### src/rtl/freq_note_decoder_if.sv
// -----------------------------------------------------------------------------
// freq_note_decoder_if
//   Request/result bundle for freq_note_decoder.
//
//   Handshake: the requester drives freq and pulses freq_valid. The decoder
//   takes the request only on a rising edge where busy=0. A freq_valid seen
//   while busy=1 is dropped and is not queued. Each accepted request gives
//   exactly one code_valid pulse, one cycle wide. code, exact and out_of_range
//   update in that cycle and then hold until the next pulse.
//
//   Signals:
//     freq          requester -> decoder  frequency in Hz, unsigned
//     freq_valid    requester -> decoder  request strobe
//     busy          decoder -> requester  engine not idle
//     code          decoder -> requester  switch code {oct[1:0], acc, note[2:0]}
//     code_valid    decoder -> requester  one-cycle result strobe
//     exact         decoder -> requester  normalised frequency hit a table entry
//     out_of_range  decoder -> requester  input lies outside octaves 3..6
// -----------------------------------------------------------------------------
interface freq_note_decoder_if #(
  parameter int FREQ_W = 12
);
  logic [FREQ_W-1:0] freq;
  logic              freq_valid;
  logic              busy;
  logic [5:0]        code;
  logic              code_valid;
  logic              exact;
  logic              out_of_range;

  modport master (
    output freq, freq_valid,
    input  busy, code, code_valid, exact, out_of_range
  );

  modport slave (
    input  freq, freq_valid,
    output busy, code, code_valid, exact, out_of_range
  );
endinterface

### src/rtl/freq_note_decoder.sv
// -----------------------------------------------------------------------------
// freq_note_decoder
//   This block is the inverse of the switch-to-frequency note encoder. It
//   takes a frequency in Hz and returns the nearest switch-format note code:
//   {octave[1:0], accidental, note[2:0]}.
//
//   The engine is iterative:
//     NORM   Shift the frequency by one octave per cycle until it falls in the
//            octave-4 window [254, 508). Out-of-range inputs are rejected in
//            the first NORM cycle.
//     SEARCH Scan the 12-entry octave-4 table, one entry per cycle, and keep
//            the closest entry. A tie keeps the lower note.
//     DONE   Register the result. code_valid goes high in the following cycle.
//
//   Latency from the accepting edge to the cycle in which code_valid is high:
//   14+k cycles for in-range inputs, where k is the number of shifts, and
//   2 cycles for out-of-range inputs.
//
// Ports:
//   clk          in   rising-edge clock
//   rst_n        in   asynchronous active-low reset
//   bus          slave modport of freq_note_decoder_if (request/result)
//   o_dbg_state  out  current FSM state (IDLE=0, NORM=1, SEARCH=2, DONE=3)
//
// FREQ_W must be at least 12. After normalisation the value is below 508,
// so the distance arithmetic runs on the low 12 bits.
// -----------------------------------------------------------------------------
module freq_note_decoder #(
  parameter int         FREQ_W       = 12,
  parameter logic [5:0] DEFAULT_CODE = 6'b000101
) (
  input  logic                       clk,
  input  logic                       rst_n,
  freq_note_decoder_if.slave         bus,
  output logic [1:0]                 o_dbg_state
);

  typedef enum logic [1:0] {
    S_IDLE   = 2'd0,
    S_NORM   = 2'd1,
    S_SEARCH = 2'd2,
    S_DONE   = 2'd3
  } state_t;

  // Accepted range is 127..2031. The top of the range normalises to 507
  // after two right shifts. The bottom normalises to 254 after one left shift.
  localparam logic [FREQ_W-1:0] LO_LIMIT  = FREQ_W'(127);
  localparam logic [FREQ_W-1:0] HI_LIMIT  = FREQ_W'(2032);
  localparam logic [FREQ_W-1:0] WIN_LO    = FREQ_W'(254);
  localparam logic [FREQ_W-1:0] WIN_HI    = FREQ_W'(508);
  localparam logic [3:0]        LAST_IDX  = 4'd11;

  state_t            r_state;
  logic [FREQ_W-1:0] r_f;
  logic [1:0]        r_oct;        // octave-4 in 2-bit two's complement: 4=00 5=01 6=10 3=11
  logic              r_first;      // first NORM cycle, where the range check happens
  logic              r_oor;        // the pending result is out of range
  logic [3:0]        r_idx;
  logic [3:0]        r_best_idx;
  logic [11:0]       r_best_dist;
  logic [5:0]        r_code;
  logic              r_code_valid;
  logic              r_exact;
  logic              r_out_of_range;

  // Octave-4 reference table, in Hz.
  function automatic logic [11:0] table_freq(input logic [3:0] idx);
    logic [11:0] v;
    case (idx)
      4'd0:    v = 12'd261;
      4'd1:    v = 12'd277;
      4'd2:    v = 12'd293;
      4'd3:    v = 12'd311;
      4'd4:    v = 12'd330;
      4'd5:    v = 12'd349;
      4'd6:    v = 12'd370;
      4'd7:    v = 12'd392;
      4'd8:    v = 12'd415;
      4'd9:    v = 12'd440;
      4'd10:   v = 12'd466;
      4'd11:   v = 12'd494;
      default: v = 12'd0;
    endcase
    return v;
  endfunction

  // Lower four bits of the switch code for each entry: {acc, note[2:0]}.
  function automatic logic [3:0] table_code(input logic [3:0] idx);
    logic [3:0] v;
    case (idx)
      4'd0:    v = 4'b0_000; // C
      4'd1:    v = 4'b1_000; // C#
      4'd2:    v = 4'b0_001; // D
      4'd3:    v = 4'b1_001; // D#
      4'd4:    v = 4'b0_010; // E
      4'd5:    v = 4'b0_011; // F
      4'd6:    v = 4'b1_011; // F#
      4'd7:    v = 4'b0_100; // G
      4'd8:    v = 4'b1_100; // G#
      4'd9:    v = 4'b0_101; // A
      4'd10:   v = 4'b1_101; // A#
      4'd11:   v = 4'b0_110; // B
      default: v = 4'b0_000;
    endcase
    return v;
  endfunction

  logic [11:0] w_f12;
  logic [11:0] w_entry;
  logic [11:0] w_dist;
  logic        w_range_bad;

  assign w_f12       = r_f[11:0];
  assign w_entry     = table_freq(r_idx);
  assign w_dist      = (w_f12 >= w_entry) ? (w_f12 - w_entry) : (w_entry - w_f12);
  assign w_range_bad = (r_f < LO_LIMIT) || (r_f >= HI_LIMIT);

  always_ff @(posedge clk or negedge rst_n) begin
    if (!rst_n) begin
      r_state        <= S_IDLE;
      r_f            <= '0;
      r_oct          <= 2'b00;
      r_first        <= 1'b0;
      r_oor          <= 1'b0;
      r_idx          <= 4'd0;
      r_best_idx     <= 4'd0;
      r_best_dist    <= '1;
      r_code         <= DEFAULT_CODE;
      r_code_valid   <= 1'b0;
      r_exact        <= 1'b0;
      r_out_of_range <= 1'b0;
    end else begin
      r_code_valid <= 1'b0;

      case (r_state)
        S_IDLE: begin
          if (bus.freq_valid) begin
            r_f         <= bus.freq;
            r_oct       <= 2'b00;
            r_first     <= 1'b1;
            r_oor       <= 1'b0;
            r_idx       <= 4'd0;
            r_best_idx  <= 4'd0;
            r_best_dist <= '1;
            r_state     <= S_NORM;
          end
        end

        S_NORM: begin
          r_first <= 1'b0;
          if (r_first && w_range_bad) begin
            r_oor   <= 1'b1;
            r_state <= S_DONE;
          end else if (r_f >= WIN_HI) begin
            r_f   <= r_f >> 1;
            r_oct <= r_oct + 2'd1;
          end else if (r_f < WIN_LO) begin
            r_f   <= r_f << 1;
            r_oct <= r_oct - 2'd1;
          end else begin
            r_state <= S_SEARCH;
          end
        end

        S_SEARCH: begin
          // Strict less-than: on equal distance the earlier, lower note stays.
          if (w_dist < r_best_dist) begin
            r_best_dist <= w_dist;
            r_best_idx  <= r_idx;
          end
          if (r_idx == LAST_IDX) begin
            r_state <= S_DONE;
          end else begin
            r_idx <= r_idx + 4'd1;
          end
        end

        S_DONE: begin
          r_code_valid <= 1'b1;
          if (r_oor) begin
            r_code         <= DEFAULT_CODE;
            r_exact        <= 1'b0;
            r_out_of_range <= 1'b1;
          end else begin
            r_code         <= {r_oct, table_code(r_best_idx)};
            r_exact        <= (r_best_dist == 12'd0);
            r_out_of_range <= 1'b0;
          end
          r_state <= S_IDLE;
        end

        default: r_state <= S_IDLE;
      endcase
    end
  end

  assign bus.busy         = (r_state != S_IDLE);
  assign bus.code         = r_code;
  assign bus.code_valid   = r_code_valid;
  assign bus.exact        = r_exact;
  assign bus.out_of_range = r_out_of_range;
  assign o_dbg_state      = r_state;

endmodule

### src/flat_wrapper.sv
// flat-port wrapper written by rule: the top's interface ports become plain ports
module freq_note_decoder_flat 
#(
  parameter int         FREQ_W       = 12,
  parameter logic [5:0] DEFAULT_CODE = 6'b000101
)
  (clk, rst_n, o_dbg_state, bus_freq, bus_freq_valid, bus_busy, bus_code, bus_code_valid, bus_exact, bus_out_of_range);
  freq_note_decoder_if #(.FREQ_W(FREQ_W)) bus_i ();
  input  logic clk;
  input  logic rst_n;
  output logic [1:0] o_dbg_state;
  input wire logic [$bits(bus_i.freq)-1:0] bus_freq;
  input wire logic [$bits(bus_i.freq_valid)-1:0] bus_freq_valid;
  output wire logic [$bits(bus_i.busy)-1:0] bus_busy;
  output wire logic [$bits(bus_i.code)-1:0] bus_code;
  output wire logic [$bits(bus_i.code_valid)-1:0] bus_code_valid;
  output wire logic [$bits(bus_i.exact)-1:0] bus_exact;
  output wire logic [$bits(bus_i.out_of_range)-1:0] bus_out_of_range;
  assign bus_i.freq = bus_freq;
  assign bus_i.freq_valid = bus_freq_valid;
  assign bus_busy = bus_i.busy;
  assign bus_code = bus_i.code;
  assign bus_code_valid = bus_i.code_valid;
  assign bus_exact = bus_i.exact;
  assign bus_out_of_range = bus_i.out_of_range;
  freq_note_decoder #(.FREQ_W(FREQ_W), .DEFAULT_CODE(DEFAULT_CODE)) u_core (.clk(clk), .rst_n(rst_n), .bus(bus_i), .o_dbg_state(o_dbg_state));
endmodule
### config.mk
export PLATFORM = sky130hd
export DESIGN_NAME = freq_note_decoder_flat
export DESIGN_NICKNAME = d
export VERILOG_FILES = /design/src/rtl/freq_note_decoder_if.sv /design/src/rtl/freq_note_decoder.sv /design/src/flat_wrapper.sv
export SDC_FILE = /design/constraint.sdc
export NUM_CORES = 1
export LEC_CHECK = 0
export ABC_AREA = 1
export CORE_ASPECT_RATIO = 1.1
export CORE_UTILIZATION = 40
export CTS_CLUSTER_DIAMETER = 150
export DETAILED_ROUTE_END_ITERATION = 8
export GPL_TIMING_DRIVEN = 0
export HOLD_SLACK_MARGIN = 0.05
export PLACE_DENSITY = 0.63
export SLEW_MARGIN = 15
export SYNTH_ARGS = -nofsm -noshare
export SYNTH_HDL_FRONTEND = slang
export SYNTH_SLANG_ARGS = --single-unit
### constraint.sdc
create_clock -name clk -period 4.6 [get_ports clk]
set_clock_uncertainty 0.1 [all_clocks]
set_input_delay 0.46 -clock clk [delete_from_list [all_inputs] [get_ports clk]]
set_output_delay 0.46 -clock clk [all_outputs]
set_load 0.05 [all_outputs]
-- After elaboration in Yosys (flattened, before gate mapping)
Memories as Yosys holds them, arrays and structs flattened.
Cells that the tools add are included.
- output and inout bits: 12
- register bits: 47
- logic and storage cells: 85
- memories: 2
- memory bits (read-only): 208
- memory list (memory ; words ; width ; read ports ; clocked after memory_dff ; write ports ; RTL line ; source):
    (no name shown) ; 16 ; 9 ; 1 ; 0 ; 0 ; freq_note_decoder.sv:69 ; case (idx)
    (no name shown) ; 16 ; 4 ; 1 ; 0 ; 0 ; freq_note_decoder.sv:90 ; case (idx)
- reduce and logical (&&, ||, !) cells: 13
- muxes and demuxes: 34
- equal/unequal tests: 13
- add/subtract/negate cells: 5
- order comparisons: 6
- operators with widths (cell ; number):
    12-bit 2-to-1 mux ; 7
    12-bit case mux with 2 select lines ; 2
    12-bit subtractor ; 2
    2-bit 2-to-1 mux ; 9
    4-bit case mux with 2 select lines ; 2
    12-bit by 11-bit greater-or-equal comparator with 1-bit output (second input constant) ; 1
    12-bit greater-or-equal comparator ; 1
    12-bit by 9-bit greater-or-equal comparator with 1-bit output (second input constant) ; 1
    12-bit zero test ; 1
    12-bit less-than comparator ; 1
    12-bit by 7-bit less-than comparator with 1-bit output (second input constant) ; 1
    12-bit by 8-bit less-than comparator with 1-bit output (second input constant) ; 1
    4-bit 2-to-1 mux ; 3
    3-bit AND reduction ; 3
    2-bit case mux with 4 select lines ; 1
    4-bit AND reduction ; 2
    1-bit 2-to-1 mux ; 6
    6-bit 2-to-1 mux ; 1
    2-bit by 1-bit inequality test with 1-bit output (second input constant) ; 3
    2-bit inequality test (second input constant) ; 3
    3-bit by 2-bit inequality test with 1-bit output (second input constant) ; 2
    2-bit nonzero test ; 3
    4-bit by 1-bit adder with 4-bit output (second input constant) ; 1
    2-bit == test (second input constant) ; 2
    11 further kinds ; 12

-- Logic depth before layout (Yosys ltp)
An unclocked memory read counts as a cell.
- word-level depth: 6
- mapped depth: 31

-- Worst setup path after synthesis
No wires, ideal clock.
- path kind: reg-to-reg
- start point: register u_core.r_idx[0]
- end point: register u_core.r_best_idx[3]
- stages on the path, launching flop included: 29
- path buffers: 2
- period minus slack after synthesis: 3712 ps
- setup slack: 888 ps
- setup time: 126 ps
- arrival: 3485 ps
- required time: 4374 ps
- cell sequence: dfrtp_1 -> inv_1 -> ha_1 -> or2_1 -> o21ai_0 -> nand2_1 -> o21ai_1 -> inv_1 -> ha_1 -> nand2_4 -> nor2_4 -> nand3_1 -> o21bai_4 -> nand2_4 -> buf_12 -> nand2_1 -> nand2_1 -> inv_1 -> ha_1 -> nand2_1 -> inv_1 -> nand3_1 -> nor3_1 -> nand2_1 -> nand3_2 -> nand2_2 -> buf_4 -> nand3_1 -> o21ai_0
- word-level cells in the longest chain between the ends: 6
- elaborated cells on any way between the ends: 8
- classes of those cells: 2 x add/sub; 2 x order compare; 1 x eq/ne; 1 x mux; 1 x reduce/logical; 1 x memory
- ends and longest elaborated chain (item ; RTL line ; source):
    start: declaration ; freq_note_decoder.sv:58 ; logic [3:0] r_idx;
    start signal: assignment ; freq_note_decoder.sv:174 ; r_idx <= r_idx + 4'd1;
    memory read 16 x 9 bit * ; n/a ;
    12-bit subtractor / 12-bit greater-or-equal comparator (equally long branches) ; freq_note_decoder.sv:115 ; assign w_dist = (w_f12 >= w_entry) ? (w_f12 - w_entry) : (w_entry - w_f12);
    12-bit 2-to-1 mux * ; freq_note_decoder.sv:115 ;
    12-bit less-than comparator * ; freq_note_decoder.sv:167 ; if (w_dist < r_best_dist) begin
    2-bit by 1-bit inequality test with 1-bit output (no line) * ; n/a ;
    3-bit AND reduction (no line) * ; n/a ;
    end signal: assignment ; freq_note_decoder.sv:169 ; r_best_idx <= r_idx;
    end: declaration ; freq_note_decoder.sv:59 ; logic [3:0] r_best_idx;
Every way passes the cells marked *; elsewhere a longest branch is shown, timed or not.
A chain may end at the register's enable or synchronous reset.

-- Worst setup path in the final report
- start point: register u_core.r_idx[1]
- end point: register u_core.r_best_dist[10]
- word-level cells in the longest chain between the ends: 6
- elaborated cells on any way between the ends: 10
- classes of those cells: 2 x add/sub; 2 x order compare; 1 x eq/ne; 3 x mux; 1 x reduce/logical; 1 x memory
- ends and longest elaborated chain (item ; RTL line ; source):
    memory read 16 x 9 bit * ; n/a ;
    12-bit subtractor / 12-bit greater-or-equal comparator (equally long branches) ; freq_note_decoder.sv:115 ;
    12-bit 2-to-1 mux * ; freq_note_decoder.sv:115 ;
    12-bit less-than comparator ; freq_note_decoder.sv:167 ;
    2-bit by 1-bit inequality test with 1-bit output (no line) ; n/a ;
    3-bit AND reduction (no line) ; n/a ;
    end signal: assignment ; freq_note_decoder.sv:168 ; r_best_dist <= w_dist;
    end: declaration ; freq_note_decoder.sv:60 ; logic [11:0] r_best_dist;
Every way passes the cells marked *; elsewhere a longest branch is shown, timed or not. The select of a mux whose other input is x is not followed.

==> flow_summary.ini <==
[yosys]
number_of_enable_flip_flop_cells_after_synthesis = 0
count_of_cell_types_in_the_netlist = 40
async_flop_share = 1.00
ys_top_cells_by_area = sky130_fd_sc_hd__dfrtp_1, sky130_fd_sc_hd__nand2_1, sky130_fd_sc_hd__ha_1
synth.largest_area_cell = sky130_fd_sc_hd__dfrtp_1
seq_area_frac_synth = 0.276
syn_inst = 632
netlist.area_leader.share = 0.191
synth-seq-cells = 47
synth_top_flop_cell = sky130_fd_sc_hd__dfrtp_1
syn_area_per_cell_um2 = 6.85
ys_warn_count = 0
syn-num-nets = 694
mappedNetlistArea_um2 = 4330

[setup_path]
max_stage_delay_ns = 0.47
rrSetupSlack_ns = 0.39
worstSetupStartpointType = flop
reg2reg_to = u_core.r_best_dist[10]
cp-end-kind = flop
timing_worst_setup_path_type = reg2reg
critical_path.top_delay_family = adder cells
worst-r2r-cell-count = 24
cp_data_arrival_time_ns = 4.32
worstPathMaxFanout = 10
critical_path.reg2reg.startpoint = u_core.r_idx[1]
worst_ep_required_time_ns = 4.72
critical-path-slowest-cell = sky130_fd_sc_hd__dfrtp_2
cp_cell_sequence = ha_1 -> ha_1 -> o21ai_1 -> inv_1 -> ha_1 -> a21oi_1 -> nand2_1 -> a21oi_4 -> nand2_4 -> inv_2 -> nand2_1 -> nand2_1 -> inv_1 -> ha_1 -> nand2_1 -> inv_1 -> nand3_1 -> nand3_1 -> a21oi_1 -> nand3_2 -> nand2_2 -> buf_4 -> nor2_1 -> a21oi_1
cp_num_buf_inv = 5

[timing]
timing.hold.ws_ns = 0.381
clock.fmax_mhz = 238
max_slew_margin = 0.668
finalSetupViolCount = 0
worstMarginPinSlew_ns = 0.497
finalHoldViolations = 0
final_period_util = 0.914
finalSetupTns_ns = 0
rsz0062_at_grt = no
final_period_minus_worst_setup_slack_ns = 4.21
timing.final.max_slew_violations = 0

[detailed_routing]
remaining_drc_errors = 0
total_vias_in_the_final_route = 4052
route.detailed.wl_per_inst_um = 13.8
routed_wire_length_um = 11200
first_iter_violations = 168
detail_route_antenna_nets = 0
post_drt_via_cell_ratio = 5.00
drt_pass1_iterations = 5

[floorplan]
area_of_the_core_um2 = 10400
rows = 39
fp.dieH_um = 111
die_area_um2 = 11200
die-width_um = 101
initial_utilization = 0.414
ioPinCount = 27

[clock_tree]
clkSlewWorstSetupHoldPaths_ns = 0.07
clock_tree.root_cell = sky130_fd_sc_hd__clkbuf_16
post-cts-setup-buffers = 0
clock_tree.htree_level_count = 2
tritoncts_num_sinks = 47
tritoncts_clock_tree = done
tritoncts.num_buffers = 5
clockBufferDepth = 2
clkLatencyLatePin_ns = 0.29

[final_layout]
area_added_between_synthesis_and_finish_pct = 14.4
layout.nets = 729
final_cell_mix = sky130_fd_sc_hd__nand2_1, sky130_fd_sc_hd__inv_1, sky130_fd_sc_hd__nor2_1, sky130_fd_sc_hd__ha_1, sky130_fd_sc_hd__nand3_1
final_area_um2 = 4950
n_antenna_cell = 0
instances_no_fill = 811
final_common_cell = sky130_fd_sc_hd__nand2_1
proportion_of_layout_cells_with_a_drive_suffix_above_1 = 0.135

[global_route]
antenna_violations_before_repair = 0
grt.total_usage = 0.216
grt_start_max_net_pins = 29
grt_overflow = 0
grt_pass1_vias = 3956
grt_first_pass_wirelength_um = 19100

[min_path]
hold_path.startpoint = u_core.bus.exact
hp-class = reg2reg
timing.hold.worst_endpoint = u_core.bus.exact
worst_hold_path.num_cells = 2

[placed_design]
half_perimeter_wire_length_of_the_detailed_placement_result_um = 9170
dpl_cell_area_um2 = 4780
post-place-cells = 802
port_buffers = 26
gpl.final_weighted_congestion = 0.928

[run_status]
run_status = finished clean

[run]
drv_cap = 0
[stage by stage]
stage	util	setup slack, ns
floorplan	-	0.888
global placement	0.456	0.227
detailed placement	0.458	0.177
CTS	0.473	0.140
global route	0.474	0.000160
finish	0.474	0.394
[registers in the layout (all words and copies together) (netlist names)]
register                 cells
u_core.r_best_dist          12
u_core.r_f                  12
u_core.bus.code              6
u_core.r_best_idx            4
u_core.r_idx                 4
u_core.o_dbg_state           2
u_core.r_oct                 2
u_core.bus.code_valid        1
u_core.bus.exact             1
u_core.bus.out_of_range      1
u_core.r_first               1
u_core.r_oor                 1
[cells in the mapped netlist (2+ instances only)]
cell type,number
sky130_fd_sc_hd__clkbuf_1,3
sky130_fd_sc_hd__buf_6,4
sky130_fd_sc_hd__ha_1,45
sky130_fd_sc_hd__a21o_1,2
sky130_fd_sc_hd__o21ai_0,33
sky130_fd_sc_hd__xor2_1,6
sky130_fd_sc_hd__fa_1,2
sky130_fd_sc_hd__nand2_4,2
sky130_fd_sc_hd__xnor2_1,2
sky130_fd_sc_hd__nor2_1,50
sky130_fd_sc_hd__nand3_2,2
sky130_fd_sc_hd__o21ai_1,6
sky130_fd_sc_hd__nand3b_1,4
sky130_fd_sc_hd__dfrtp_1,33
sky130_fd_sc_hd__o22ai_1,3
sky130_fd_sc_hd__o21ai_2,12
sky130_fd_sc_hd__dfstp_2,14
sky130_fd_sc_hd__nand2_1,187
sky130_fd_sc_hd__nand2_2,14
sky130_fd_sc_hd__nor3_1,3
sky130_fd_sc_hd__buf_4,2
sky130_fd_sc_hd__or2_2,2
sky130_fd_sc_hd__inv_1,102
sky130_fd_sc_hd__nand3_1,33
sky130_fd_sc_hd__a21oi_1,29
sky130_fd_sc_hd__nor2_4,5
sky130_fd_sc_hd__nor2_2,5
sky130_fd_sc_hd__nand4_1,9
sky130_fd_sc_hd__inv_2,7
[tightest hold or removal path: cells and delay by family (launching register included)]
kind / cells / cell delay, ns
AO/OA/AOI/OAI: 1 / 0.05
flip-flops: 1 / 0.34
AND/OR/NAND/NOR: 1 / 0.06
[layer usage]
layer / GRT usage / routed length, um
met5: 0 / 0
met4: 0.0531 / 177
met3: 0.0271 / 406
met2: 0.369 / 5380
met1: 0.285 / 5250
[what timing repair did]
item | CTS | global route
resized for setup | 0 | 10
setup endpoints to repair | 0 | 16
endpoints found under the hold margin | 6 | 0
hold buffers | 1 | 0
[logic make-up after synthesis]
logic type	count (synthesis)	synth area share
simple gates	317	0.322
buf+inv	120	0.117
compound gates	93	0.130
fa+ha+maj	47	0.139
flops	47	0.276
xor+xnor	8	0.0162
[final cells by class]
type | count | area, um^2
plain buffers | 11 | 97.6
clock inverters | 3 | 18.8
clock buffers | 5 | 125
well taps | 143 | 179
flip-flops and latches | 47 | 1200
multi-input cells | 465 | 2640
fillers | 1080 | 5490
inverters | 109 | 409
repair buffers | 28 | 285
[worst max path at each step]
stage          cells past startpoint                     end  slack, ns             from
6_report                          24  u_core.r_best_dist[10]       0.39  u_core.r_idx[1]
5_1_grt                           22    u_core.r_best_idx[2]     0.0002  u_core.r_idx[3]
4_1_cts                           29    u_core.r_best_idx[2]       0.14  u_core.r_idx[0]
3_5_place_dp                      29    u_core.r_best_idx[2]       0.18  u_core.r_idx[0]
3_3_place_gp                      30   u_core.r_best_dist[6]       0.23  u_core.r_idx[0]
2_1_floorplan                     28    u_core.r_best_idx[3]       0.89  u_core.r_idx[0]
Power is not shown: default switching activity piles up to over one toggle a cycle in this logic, so the estimate is an artifact.
